## src/rtl/flt2fix_pkg.sv

```systemverilog
// Shared definitions for the binary16 -> fixed-point converter.
//   state_t   : converter FSM states
//   constants : binary16 field geometry and fixed-point saturation limits
//   pivot()   : exponent at which the 11-bit significand needs no shift
package flt2fix_pkg;

  typedef enum logic [1:0] {IDLE, SHIFT, FIX, DONE} state_t;

  localparam int          EXP_BIAS = 15;
  localparam int          MANT_W   = 10;
  localparam int          EXP_MAX  = 31;
  localparam logic [15:0] FIX_MAX  = 16'h7FFF;
  localparam logic [15:0] FIX_MIN  = 16'h8000;

  // The significand {1,m} carries MANT_W fraction bits and the fixed-point
  // word carries frac_bits. An unshifted significand therefore lines up with
  // the fixed-point grid when e = EXP_BIAS + MANT_W - frac_bits.
  function automatic int pivot(input int frac_bits);
    return EXP_BIAS + MANT_W - frac_bits;
  endfunction

endpackage

```

## src/rtl/flt2fix_conv_unpack.sv

```systemverilog
// Combinational binary16 field decode and shift planning.
//   flt_in       : binary16 operand
//   sign         : sign bit
//   is_zero      : zero or subnormal (flushes to 0)
//   is_special   : Inf or NaN
//   is_sat       : finite magnitude >= 2^15 (includes the exact minimum)
//   is_exact_min : -2^15 exactly, representable without saturation
//   shift_left   : 1 = shift significand left, 0 = right
//   shift_cnt    : number of one-bit shifts to perform
//   sig          : {1,m} zero-extended into the 16-bit working width
module flt16_unpack
  import flt2fix_pkg::*;
#(
  parameter int FRAC_BITS  = 8,
  parameter int MAX_RSHIFT = 11
) (
  input  logic [15:0] flt_in,
  output logic        sign,
  output logic        is_zero,
  output logic        is_special,
  output logic        is_sat,
  output logic        is_exact_min,
  output logic        shift_left,
  output logic [3:0]  shift_cnt,
  output logic [15:0] sig
);

  localparam logic [5:0] PIV     = 6'(pivot(FRAC_BITS));
  localparam logic [5:0] SAT_EXP = 6'(pivot(FRAC_BITS) + 5);
  localparam logic [5:0] RCAP    = 6'(MAX_RSHIFT);

  logic [5:0] exp6;
  logic [9:0] mant;
  logic [5:0] rdist;

  always_comb begin
    exp6         = {1'b0, flt_in[14:10]};
    mant         = flt_in[9:0];
    sign         = flt_in[15];
    sig          = {5'b0, 1'b1, mant};
    is_zero      = (exp6 == 6'd0);
    is_special   = (exp6 == 6'(EXP_MAX));
    is_sat       = !is_special && (exp6 >= SAT_EXP);
    is_exact_min = sign && (exp6 == SAT_EXP) && (mant == 10'd0);
    shift_left   = (exp6 >= PIV);
    rdist        = PIV - exp6;
    if (shift_left) begin
      shift_cnt = 4'(exp6 - PIV);
    end else if (rdist > RCAP) begin
      // Beyond the cap every significand bit has already fallen off.
      shift_cnt = 4'(RCAP);
    end else begin
      shift_cnt = 4'(rdist);
    end
  end

endmodule

```

## src/rtl/flt2fix_conv.sv

```systemverilog
// Iterative binary16 -> signed Q(15-FRAC_BITS).FRAC_BITS converter.
//   Clk     : rising-edge clock
//   Reset   : asynchronous active-low reset
//   Start   : conversion request, honoured in IDLE or DONE
//   Flt_in  : binary16 operand, captured on the Start edge
//   Fix_out : signed fixed-point result, valid while Return=1
//   Return  : done level, held high in DONE
//   Sat     : result was saturated, valid while Return=1
// Specials (zero, Inf/NaN, out-of-range) finish on the Start edge. Normal
// operands shift one bit per cycle; the last shift moves straight to FIX and
// a zero-length shift skips SHIFT, so Return rises cnt+2 edges after Start.
module flt2fix_conv
  import flt2fix_pkg::*;
#(
  parameter int FRAC_BITS  = 8,
  parameter int MAX_RSHIFT = 11
) (
  input  logic               Clk,
  input  logic               Reset,
  input  logic               Start,
  input  logic        [15:0] Flt_in,
  output logic signed [15:0] Fix_out,
  output logic               Return,
  output logic               Sat
);

  state_t      state, state_nxt;
  logic [15:0] work;
  logic [3:0]  cnt;
  logic        sign_q, left_q;
  logic        load, shift_en, finish;

  logic        u_sign, u_zero, u_special, u_sat, u_exact_min, u_left;
  logic [3:0]  u_cnt;
  logic [15:0] u_sig;

  flt16_unpack #(
    .FRAC_BITS (FRAC_BITS),
    .MAX_RSHIFT(MAX_RSHIFT)
  ) u_unpack (
    .flt_in      (Flt_in),
    .sign        (u_sign),
    .is_zero     (u_zero),
    .is_special  (u_special),
    .is_sat      (u_sat),
    .is_exact_min(u_exact_min),
    .shift_left  (u_left),
    .shift_cnt   (u_cnt),
    .sig         (u_sig)
  );

  function automatic logic signed [15:0] sat_value(input logic s);
    return s ? signed'(FIX_MIN) : signed'(FIX_MAX);
  endfunction

  // Two's-complement negation also maps a -0 magnitude to 0.
  function automatic logic signed [15:0] apply_sign(input logic s, input logic [15:0] mag);
    logic signed [15:0] m_s;
    m_s = signed'(mag);
    return s ? -m_s : m_s;
  endfunction

  always_ff @(posedge Clk or negedge Reset) begin
    if (!Reset) state <= IDLE;
    else        state <= state_nxt;
  end

  always_comb begin
    state_nxt = state;
    load      = 1'b0;
    shift_en  = 1'b0;
    finish    = 1'b0;
    case (state)
      IDLE, DONE: begin
        if (Start) begin
          load = 1'b1;
          if (u_zero || u_special || u_sat) state_nxt = DONE;
          else if (u_cnt == 4'd0)           state_nxt = FIX;
          else                              state_nxt = SHIFT;
        end
      end
      SHIFT: begin
        shift_en = 1'b1;
        if (cnt <= 4'd1) state_nxt = FIX;
      end
      FIX: begin
        finish    = 1'b1;
        state_nxt = DONE;
      end
      default: state_nxt = IDLE;
    endcase
  end

  always_ff @(posedge Clk or negedge Reset) begin
    if (!Reset) begin
      work    <= '0;
      cnt     <= '0;
      sign_q  <= 1'b0;
      left_q  <= 1'b0;
      Fix_out <= '0;
      Return  <= 1'b0;
      Sat     <= 1'b0;
    end else begin
      if (load) begin
        work   <= u_sig;
        cnt    <= u_cnt;
        sign_q <= u_sign;
        left_q <= u_left;
        if (u_zero) begin
          Fix_out <= '0;
          Sat     <= 1'b0;
          Return  <= 1'b1;
        end else if (u_special || u_sat) begin
          Fix_out <= sat_value(u_sign);
          Sat     <= u_special || !u_exact_min;
          Return  <= 1'b1;
        end else begin
          Return  <= 1'b0;
        end
      end
      if (shift_en) begin
        work <= left_q ? (work << 1) : (work >> 1);
        cnt  <= cnt - 4'd1;
      end
      if (finish) begin
        Fix_out <= apply_sign(sign_q, work);
        Sat     <= 1'b0;
        Return  <= 1'b1;
      end
    end
  end

endmodule

```

## config.mk

```make
export PLATFORM = sky130hd
export DESIGN_NAME = flt2fix_conv
export DESIGN_NICKNAME = d
export VERILOG_FILES = /design/src/rtl/flt2fix_pkg.sv /design/src/rtl/flt2fix_conv_unpack.sv /design/src/rtl/flt2fix_conv.sv
export SDC_FILE = /design/constraint.sdc
export NUM_CORES = 1
export LEC_CHECK = 0
export ABC_AREA = 1
export BUFFER_PORTS_ARGS = -buffer_cell sky130_fd_sc_hd__buf_4
export CORE_ASPECT_RATIO = 0.8
export CORE_MARGIN = 2
export CORE_UTILIZATION = 35
export CTS_BUF_LIST = sky130_fd_sc_hd__clkbuf_2 sky130_fd_sc_hd__clkbuf_4 sky130_fd_sc_hd__clkbuf_8
export CTS_CLUSTER_SIZE = 24
export DETAILED_ROUTE_END_ITERATION = 8
export GPL_TIMING_DRIVEN = 0
export PLACE_DENSITY = 0.64
export SYNTH_ARGS = -nofsm -noshare
export SYNTH_HDL_FRONTEND = slang
export SYNTH_HIERARCHICAL = 1
export SYNTH_SLANG_ARGS = --single-unit
```

## constraint.sdc

```tcl
create_clock -name Clk -period 1.6 [get_ports Clk]
set_input_delay 0.32 -clock Clk [delete_from_list [all_inputs] [get_ports Clk]]
set_output_delay 0.32 -clock Clk [all_outputs]
set_load 0.02 [all_outputs]
```

### After elaboration in Yosys (flattened, before gate mapping)

Index checks and enable logic that the tools add are counted.

| cells by class | value |
|---|---|
| divide/modulo/power cells | 0 |
| multipliers | 0 |
| equal/unequal tests | 7 |
| $add $sub $neg | 4 |
| shift-type cells | 0 |
| multiplexer cells | 30 |
| $lt $le $gt $ge | 4 |
| bitwise logic cells | 0 |
| reductions and logical operators | 19 |

Operators by type and width:

| cell | count |
|---|---|
| $mux 16 | 9 |
| $mux 4 | 4 |
| $neg 16->16 | 1 |
| $mux 1 | 12 |
| $eq 5x5->1 const B | 2 |
| $ge 5x5->1 const B | 2 |
| $logic_not 10->1 | 1 |
| $mux 2 | 4 |
| $sub 4x1->4 const B | 2 |
| $gt 6x4->1 const B | 1 |
| $pmux 2 s3 | 1 |
| $sub 5x5->6 const A | 1 |
| $logic_not 5->1 | 1 |
| $eq 2x2->1 const B | 2 |
| $le 4x1->1 const B | 1 |
| $logic_not 4->1 | 1 |
| $logic_or 1x1->1 | 4 |
| $ne 2x2->1 const B | 2 |
| $reduce_and 2->1 | 2 |
| $reduce_bool 2->1 | 2 |
| $logic_and 1x1->1 | 3 |
| $reduce_bool 3->1 | 1 |
| $eq 2x1->1 const B | 1 |
| $logic_not 1->1 | 2 |
| other kinds (2) | 2 |

| word-level totals | value |
|---|---|
| latch bits | 0 |
| bits in read-only memories | 0 |
| memory bits (writable) | 0 |
| memories kept | 0 |
| bits of input ports | 19 |
| bits in registers | 42 |
| logic and storage cells | 72 |

### Depth between registers and ports, before layout

Gate-level depths: netlist of the first run.

| logic depth | value |
|---|---|
| depth after elaboration | 9 |
| depth in mapped cells | 15 |

### Hierarchy

The synthesis of the first run kept the hierarchy.

Modules (own cells, without submodules):

| module | seq. area each (um^2) | area an instance (um^2) | cells each | instances |
|---|---|---|---|---|
| flt2fix_conv | 1051.0 | 2471.1 | 341 | 1 |
| flt16_unpack | 0.0 | 510.5 | 83 | 1 |

### Worst setup path before layout of the first run

Ideal clock, no wire load.

| timing | value |
|---|---|
| path type | input -> register |
| from | input port Flt_in[11] |
| to | register state[0] |
| cell stages on the path | 10 |
| path slack | -124 ps |
| library setup time | 130 ps |
| buffers on the path | 0 |
| arrival | 1594 ps |
| cells stage by stage | inv_1 -> ha_1 -> nand4_2 -> nand2_4 -> o21bai_4 -> nand2_1 -> nor2_1 -> nand3_1 -> o211ai_1 -> o21ai_0 |

RTL lines:

| element | line | RTL |
|---|---|---|
| from (decl) | flt2fix_conv.sv:21 | `input logic [15:0] Flt_in,` |
| $ge 5x5->1 | flt2fix_conv_unpack.sv:45 | `shift_left = (exp6 >= PIV);` |
| named net u_left | flt2fix_conv.sv:33 | `logic u_sign, u_zero, u_special, u_sat, u_exact_min, u_left;` |
| $mux 4 | flt2fix_conv_unpack.sv:47 | `if (shift_left) begin` |
| named net u_cnt[1] | flt2fix_conv.sv:34 | `logic [3:0] u_cnt;` |
| $logic_not 4->1 | flt2fix_conv.sv:78 | `else if (u_cnt == 4'd0) state_nxt = FIX;` |
| $mux 2 | flt2fix_conv.sv:78 |  |
| $mux 2 | flt2fix_conv.sv:77 | `if (u_zero \|\| u_special \|\| u_sat) state_nxt = DONE;` |
| $mux 2 | flt2fix_conv.sv:75 | `if (Start) begin` |
| $pmux 2 s3 | flt2fix_conv.sv:73 | `case (state)` |
| to (signal assigned) | flt2fix_conv.sv:65 | `else state <= state_nxt;` |
| to (decl) | flt2fix_conv.sv:27 | `state_t state, state_nxt;` |

The timed path passes the listed nets, and every way through them passes these cells. The select of a mux whose other input is x is not followed.
A chain may end at the register's enable or synchronous reset.

### Worst setup path after layout of the first run

| timing | value |
|---|---|
| from | register state[1] |
| to | register Fix_out[0] |

| between the ends | value |
|---|---|
| longest elaborated chain between the ends | 5 |

Ends and longest elaborated chain:

| element | line | RTL |
|---|---|---|
| $eq 2x2->1 or $logic_not 2->1 (tied branches) | flt2fix_conv.sv:73 |  |
| $reduce_or 2->1 | flt2fix_conv.sv:73 |  |
| $mux 1 | flt2fix_conv.sv:73 |  |
| $reduce_bool 2->1 (no line) | - |  |
| $reduce_and 2->1 (no line) | - |  |
| to (signal assigned) | flt2fix_conv.sv:114 | `Fix_out <= sat_value(u_sign);` |
| to (signal assigned) | flt2fix_conv.sv:126 | `Fix_out <= apply_sign(sign_q, work);` |
| to (decl) | flt2fix_conv.sv:22 | `output logic signed [15:0] Fix_out,` |

Parallel ways exist; a longest one is shown, timed or not.

==> flow_summary_export.csv, run 1 <==
group,metric,value,unit
global_routing,grt_busiest_layer,"met2",
clock_network,worstSkewPairLatency,0.31,ns
floorplan,dieWidth,107.2,um
sta,period_share,97.16,%
pwr,total_leakage_power,1.747,nW
clock_network,cts_num_sinks,42,
floorplan,die_area,9278,um^2
critical_path,slack_of_the_worst_reg_to_reg_path,0.05,ns
floorplan,io_pins,37,
pwr,power-per-cell-area,2095,nW/um^2
hold_path,holdCritPathClass,"in2async",
layout,post-route-cell-area,3721,um^2
critical_path,timing.critical_path.required,1.79,ns
clock_network,cts.hold.buffers_added,0,
synthesis,yosysSeqAreaShare,35.25,%
global_routing,globalRouteMet1Util,26.41,%
layout,syn2layout_area_growth,24.80,%
critical_path,timing.critical_path.to_type,"flip-flop",
routing,via_count,2979,
routing,antenna_left,0,
routing,detail_route.iter0.violations,146,
clock_network,htree_num_levels,2,
layout,finalNonFillerCells,591,
floorplan,row_count,30,
global_routing,gr-usage-met3,4.286,%
clock_network,cts_tree,"built",
place,gp_congestion,0.8975,
clock_network,root_buffer,"sky130_fd_sc_hd__clkbuf_8",
clock_network,clk_transition_reported_paths,0.09,ns
clock_network,cts-buffers-inserted,5,
layout,layout_commonest_cell,"sky130_fd_sc_hd__nand2_1",
sta,hold_viol_final,1,
sta,max_slew_margin,61.50,%
sta,totalNegativeSetupSlack,0,ns
critical_path,worstPathArrival,1.75,ns
global_routing,vias_in_the_first_global_route,2795,
routing,postRouteWirelength,8366,um
routing,dr.pass1.iters,5,
status,status,"complete, but fails checks",
layout,layout-drive-gt1-share,24.63,%
run,timing.max_cap.violations,0,
layout,layout.cells.most_common_list,"sky130_fd_sc_hd__nand2_1 (64), sky130_fd_sc_hd__buf_4 (61), sky130_fd_sc_hd__nor2_1 (60)",
place,port_buffer_cells,35,
global_routing,groute.layer.met2.usage,28.94,%
routing,post_drt_via_cell_ratio,5.041,
synthesis,ys_warn_count,6,
layout,postLayoutCoreUtil,44.45,%
sta,period_minus_slack,1.555,ns
place,post-place-cells,575,
floorplan,coreArea,8371,um^2
critical_path,critical_path.startpoint_type,"flip-flop",
floorplan,chip_height,86.56,um
pwr,vdd_drop_max,1077,uV
global_routing,grt.overflow.total,0,
sta,setup-violations-final,0,
synthesis,synth_area,2982,um^2
global_routing,grt.total_usage,18.54,%
status,violations,"negative hold slack",
layout,antenna_cells_inserted,0,
global_routing,grt_first_pass_wirelength,13680,um
sta,timing.fmax,643.2,MHz
clock_network,ctsLongestPathBuffers,2,
global_routing,grt_antenna_before_repair,0,
routing,post_drt_wl_per_cell,14.16,um
synthesis,yosysUniqueCellTypes,33,
critical_path,worstSetupPathType,"reg2reg",
synthesis,ys_seq_elements,42,
sta,maxSlewViolCount,0,
sta,worst_slew_pin_slew,0.5775,ns
sta,worst_clock_skew,0.007714,ns
sta,fin_worst_hold_slack,-0.001786,ns
synthesis,synthesis.area_per_instance,7.032,um^2
critical_path,critical_path_peak_fanout,5,
synthesis,post_syn_instances,424,
place,detailed_place.area,3421,um^2
floorplan,initial_core_util,35.62,%
layout,final_nets,508,
global_routing,grt_max_degree,43,
place,hpwl,5850,um
routing,route.detailed.drc,0,
[routing by layer]
metal	part of all wire [%]	vias to the layer above
li1	-	1476
met1	49	1402
met2	45	92
met3	5.2	9
met4	1.1	0
met5	0	-
[critical path, cell delays in order, from the launching register on]
cell                      delay (ns)
sky130_fd_sc_hd__dfrtp_1        0.43
sky130_fd_sc_hd__ha_4           0.30
sky130_fd_sc_hd__nand2_2        0.08
sky130_fd_sc_hd__nand2_2        0.08
sky130_fd_sc_hd__nand2_4        0.07
sky130_fd_sc_hd__a21oi_4        0.24
sky130_fd_sc_hd__buf_6          0.17
sky130_fd_sc_hd__o22ai_1        0.07
[metrics by stage]
step | setup WS, ns | total power [mW]
final | 0.04539 | 7.796
after global routing | -0.02332 | 8.464
after CTS | -0.04661 | 7.499
after detailed placement | -0.3300 | 6.309
after global placement | -0.2969 | 6.208
after floorplan | -0.009152 | 4.986
[power breakdown]
group	internal [mW]	switching (mW)
combinational	1.75	2.87
clock	0.666	0.413
sequential	1.63	0.472
total	4.04	3.75
[sequential cells by signal, indices dropped and copies added, names as in the netlist]
register / count
Sat: 1
sign_q: 1
Return: 1
Fix_out: 16
cnt: 4
left_q: 1
work: 16
state: 2
[final timing paths]
path,from,end,cells past startpoint
worst min register to register,Sat$_DFFE_PN0P_,Sat$_DFFE_PN0P_,2
min in group Clk,Flt_in[0],work[0]$_DFFE_PN0P_,4
worst max register to register,state[1]$_DFFE_PN0P_,Fix_out[0]$_DFFE_PN0P_,7
max in group asynchronous,Reset,Fix_out[2]$_DFFE_PN0P_,1
worst max-delay path,state[1]$_DFFE_PN0P_,Fix_out[0]$_DFFE_PN0P_,7
worst min-delay path,Reset,left_q$_DFFE_PN0P_,1
[cell type report]
| cell class | instances | area [um^2] |
|---|---|---|
| plain buffers | 34 | 244.0 |
| repair buffers | 43 | 337.8 |
| fillers | 835 | 4649 |
| clock inverters | 2 | 60.06 |
| well taps | 112 | 140.1 |
| inverters | 42 | 163.9 |
| clock buffers | 6 | 82.58 |
| multi-input cells | 310 | 1642 |
| flip-flops and latches | 42 | 1051 |
[cell usage after synthesis (all sizes together)]
master / count / area (um^2)
nor4: 1 / 6.260
a21oi: 62 / 329.1
buf: 28 / 201.4
o21bai: 1 / 18.77
a211oi: 1 / 7.510
nand2: 77 / 314.0
o21ai: 40 / 200.2
nor2: 64 / 250.2
inv: 42 / 157.6
xor2: 2 / 17.52
dfrtp: 42 / 1051
nor3: 3 / 20.02
clkbuf: 6 / 22.52
o211ai: 4 / 30.03
conb: 2 / 7.510
nand3: 31 / 155.2
xnor2: 1 / 8.760
o311ai: 1 / 8.760
o22ai: 1 / 6.260
nand4: 4 / 31.28
ha: 11 / 137.6
[cell families (layout without fill, tap and decap cells)]
kind of cell	Yosys count	in the layout	share of synthesized area [%]
DFF	42	42	35.25
AOI/OAI and AO/OA	110	110	20.14
adders and majority gates	11	11	4.616
buffers and inverters	76	127	12.80
other	2	6	0.2519
and+or+nand+nor	180	180	26.06
xor gates and xnor gates	3	3	0.8814
[what timing repair did]
action                                  CTS  global route
pin swaps                                 0             9
gates cloned                              0             1
endpoints found under the setup margin   30            37
setup buffers                             3             4
gates resized for setup                   6            36
Power figures use the tool's default switching activity.
==> run 2, diff against run 1 <==
SYNTH_HIERARCHICAL = unset   (was 1)
TNS_END_PERCENT = 10   (was unset)
==> run 2 against run 1 <==
The run still ends with negative hold slack left. Maximum frequency decreased by 0.15%. Cell area decreased by 5.5%. Clock-buffer cell count unchanged. Utilization increased by 2.7 points. Synthesized area decreased by 8.6%. Non-clock buffer count decreased by 21. Critical endpoint is now work[2]$_DFFE_PN0P_.
==> flow_summary_export.csv, run 2 <==
group,metric,value,unit
clock_network,worstSkewPairLatency,0.30,ns
synthesis,yosys.area.top_type,"sky130_fd_sc_hd__dfrtp_1",
run,timing.max_cap.violations,0,
pwr,total_power,7.575,mW
synthesis,most_numerous_cell_in_the_yosys_netlist,"sky130_fd_sc_hd__nand2_1",
synthesis,yosysUniqueCellTypes,30,
sta,period_share,97.31,%
floorplan,row_count,28,
sta,max_slew_margin,63.21,%
critical_path,critical_path.most_common_cell,"sky130_fd_sc_hd__buf_6",
critical_path,worstPathArrival,1.73,ns
pwr,vdd_drop_max,1011,uV
sta,worst_slew_pin_slew,0.5519,ns
sta,setup-violations-final,0,
synthesis,synth.area.top_cells,"sky130_fd_sc_hd__dfrtp_1 (39%), sky130_fd_sc_hd__nand2_1 (9.0%), sky130_fd_sc_hd__a21oi_1 (7.2%)",
critical_path,max_stage_delay,0.41,ns
pwr,total_leakage_power,1.613,nW
critical_path,timing.critical_path.to_type,"flip-flop",
sta,fin_worst_hold_slack,-0.006536,ns
routing,antenna_left,0,
clock_network,root_buffer,"sky130_fd_sc_hd__clkbuf_8",
place,port_buffer_cells,36,
global_routing,grt_first_pass_wirelength,12370,um
synthesis,synth_area,2724,um^2
layout,syn2layout_area_growth,29.12,%
global_routing,grt.overflow.total,0,
global_routing,grt_antenna_before_repair,0,
sta,maxSlewViolCount,0,
floorplan,dieWidth,102.6,um
synthesis,ys_top_cells_by_count,"sky130_fd_sc_hd__nand2_1 (65), sky130_fd_sc_hd__nor2_1 (46), sky130_fd_sc_hd__inv_1 (43)",
synthesis,synth_nets,407,
synthesis,synthesis.area_per_instance,7.206,um^2
sta,rsz_0062_raised_after_global_routing,"yes",
synthesis,synth_top_flop_cell,"sky130_fd_sc_hd__dfrtp_1",
layout,post-route-cell-area,3517,um^2
critical_path,cell_by_cell_listing_of_the_critical_path,"inv_1 > ha_1 > buf_6 > buf_4 > nor2_4 > buf_6 > a22oi_1",
floorplan,initial_core_util,36.50,%
place,hpwl,5520,um
floorplan,die_area,8509,um^2
layout,final_nets,457,
clock_network,ctsLongestPathBuffers,2,
critical_path,worstSetupPathType,"reg2reg",
synthesis,yosysTopAreaCellShare,38.59,%
global_routing,grt_max_degree,43,
critical_path,critical_path_peak_fanout,10,
synthesis,ys_seq_elements,42,
floorplan,chip_height,82.91,um
routing,via_count,2783,
clock_network,clk_transition_reported_paths,0.08,ns
global_routing,vias_in_the_first_global_route,2545,
sta,timing.fmax,642.3,MHz
routing,post_drt_via_cell_ratio,5.212,
place,gp_congestion,0.9194,
sta,hold_viol_final,8,
routing,postRouteWirelength,7674,um
routing,post_drt_wl_per_cell,14.37,um
floorplan,coreArea,7462,um^2
critical_path,critical_path.startpoint_type,"flip-flop",
layout,largestRegisters,"Fix_out (16), work (16), cnt (4)",
routing,route.detailed.drc,0,
synthesis,count_of_flip_flops_with_a_built_in_enable_after_synthesis,0,
clock_network,cts_num_sinks,42,
floorplan,io_pins,37,
hold_path,holdCritPathClass,"in2async",
synthesis,post_synthesis_async_set_or_reset_flop_share,100.0,%
status,violations,"negative hold slack",
critical_path,path_buf_inv,4,
clock_network,htree_num_levels,2,
routing,detail_route.iter0.violations,189,
synthesis,yosysSeqAreaShare,38.59,%
clock_network,cts_tree,"built",
sta,period_minus_slack,1.557,ns
synthesis,post_syn_instances,378,
status,status,"complete, but fails checks",
layout,layout_commonest_cell,"sky130_fd_sc_hd__nand2_1",
global_routing,grt.total_usage,18.28,%
clock_network,cts-buffers-inserted,5,
critical_path,critPathTopFamily,"buffers and inverters",
critical_path,cp_slowest_cell,"sky130_fd_sc_hd__dfrtp_1",
routing,dr.pass1.iters,5,
layout,antenna_cells_inserted,0,
place,detailed_place.area,3131,um^2
layout,layout-drive-gt1-share,24.24,%
critical_path,timing.critical_path.required,1.77,ns
sta,worst_clock_skew,0.005865,ns
clock_network,cts.hold.buffers_added,0,
layout,layout.cells.most_common_list,"sky130_fd_sc_hd__nand2_1 (61), sky130_fd_sc_hd__buf_4 (42), sky130_fd_sc_hd__dfrtp_1 (41), sky130_fd_sc_hd__nor2_1 (41)",
pwr,power-per-cell-area,2154,nW/um^2
synthesis,ys_warn_count,0,
## run 2: cell count changes after synthesis, sizes merged, moves of 4 or more
cell    delta
buf       -21
a21oi     -19
nor2      -15
nand2      -9
a22oi      +5
nand3      +4
o221ai     +4
## run 2: stage by stage
stage | setup TNS (ns) | worst slack [ns] | std cells | utilization [%] | hold slack, ns
final | 0 | 0.04303 | 534 | 47.13 | -0.006536
after global routing | -0.4082 | -0.05029 | 534 | 47.13 | 0.05202
after CTS | -0.1273 | -0.02935 | 530 | 44.87 | 0.02485
after detailed placement | -8.461 | -0.3181 | 519 | 41.95 | 0.3487
after global placement | -7.851 | -0.3102 | 519 | 41.95 | 0.3444
after floorplan | 0 | 0.03065 | 378 | - | 0.02441
## run 2: per-layer routing
metal  vias to the layer above  share of wire [%]  GRT usage [%]
met5                         -                  0              0
met4                         0                1.5          4.970
li1                       1374                  -              -
met1                      1300                 49          28.38
met2                        95                 44          25.97
met3                        14                5.3          2.946
## run 2: where the power goes
group / switching, mW / internal (mW)
combinational: 2.74 / 1.73
clock: 0.386 / 0.666
sequential: 0.447 / 1.60
total: 3.58 / 4.00
## run 2: worst paths after layout
kind | from | end | slack [ns] | cells past startpoint
hold / removal | Reset | work[6]$_DFFE_PN0P_ | -0.007 | 1
setup / recovery | state[1]$_DFFE_PN0P_ | work[2]$_DFFE_PN0P_ | 0.04 | 7
min in group Clk | Flt_in[8] | work[8]$_DFFE_PN0P_ | 0.31 | 3
max in group asynchronous | Reset | cnt[3]$_DFFE_PN0P_ | 1.21 | 1
setup reg to reg | state[1]$_DFFE_PN0P_ | work[2]$_DFFE_PN0P_ | 0.04 | 7
hold reg to reg | Sat$_DFFE_PN0P_ | Sat$_DFFE_PN0P_ | 0.51 | 2
## run 2: area by class of cell
cell class	instances	area, um^2
fillers	750	3945
clock inverters	2	60.06
clock buffers	6	82.58
well taps	105	131.4
multi-input cells	276	1554
plain buffers	13	112.6
repair buffers	43	326.6
flip-flops and latches	42	1052
inverters	47	197.7
## run 2: logic make-up (layout without fill, tap and decap cells)
kind of cell	after synthesis	in the layout	synth area share [%]
buf+inv	60	111	9.141
flops	42	42	38.59
fa+ha+maj	10	10	4.593
compound gates	101	101	21.27
simple gates	162	162	25.45
xor+xnor	3	3	0.9648
## run 2: repair_timing
item	CTS	global route
endpoints found under the setup margin	36	36
pin swaps	1	4
buffers inserted	3	4
gates resized for setup	19	47
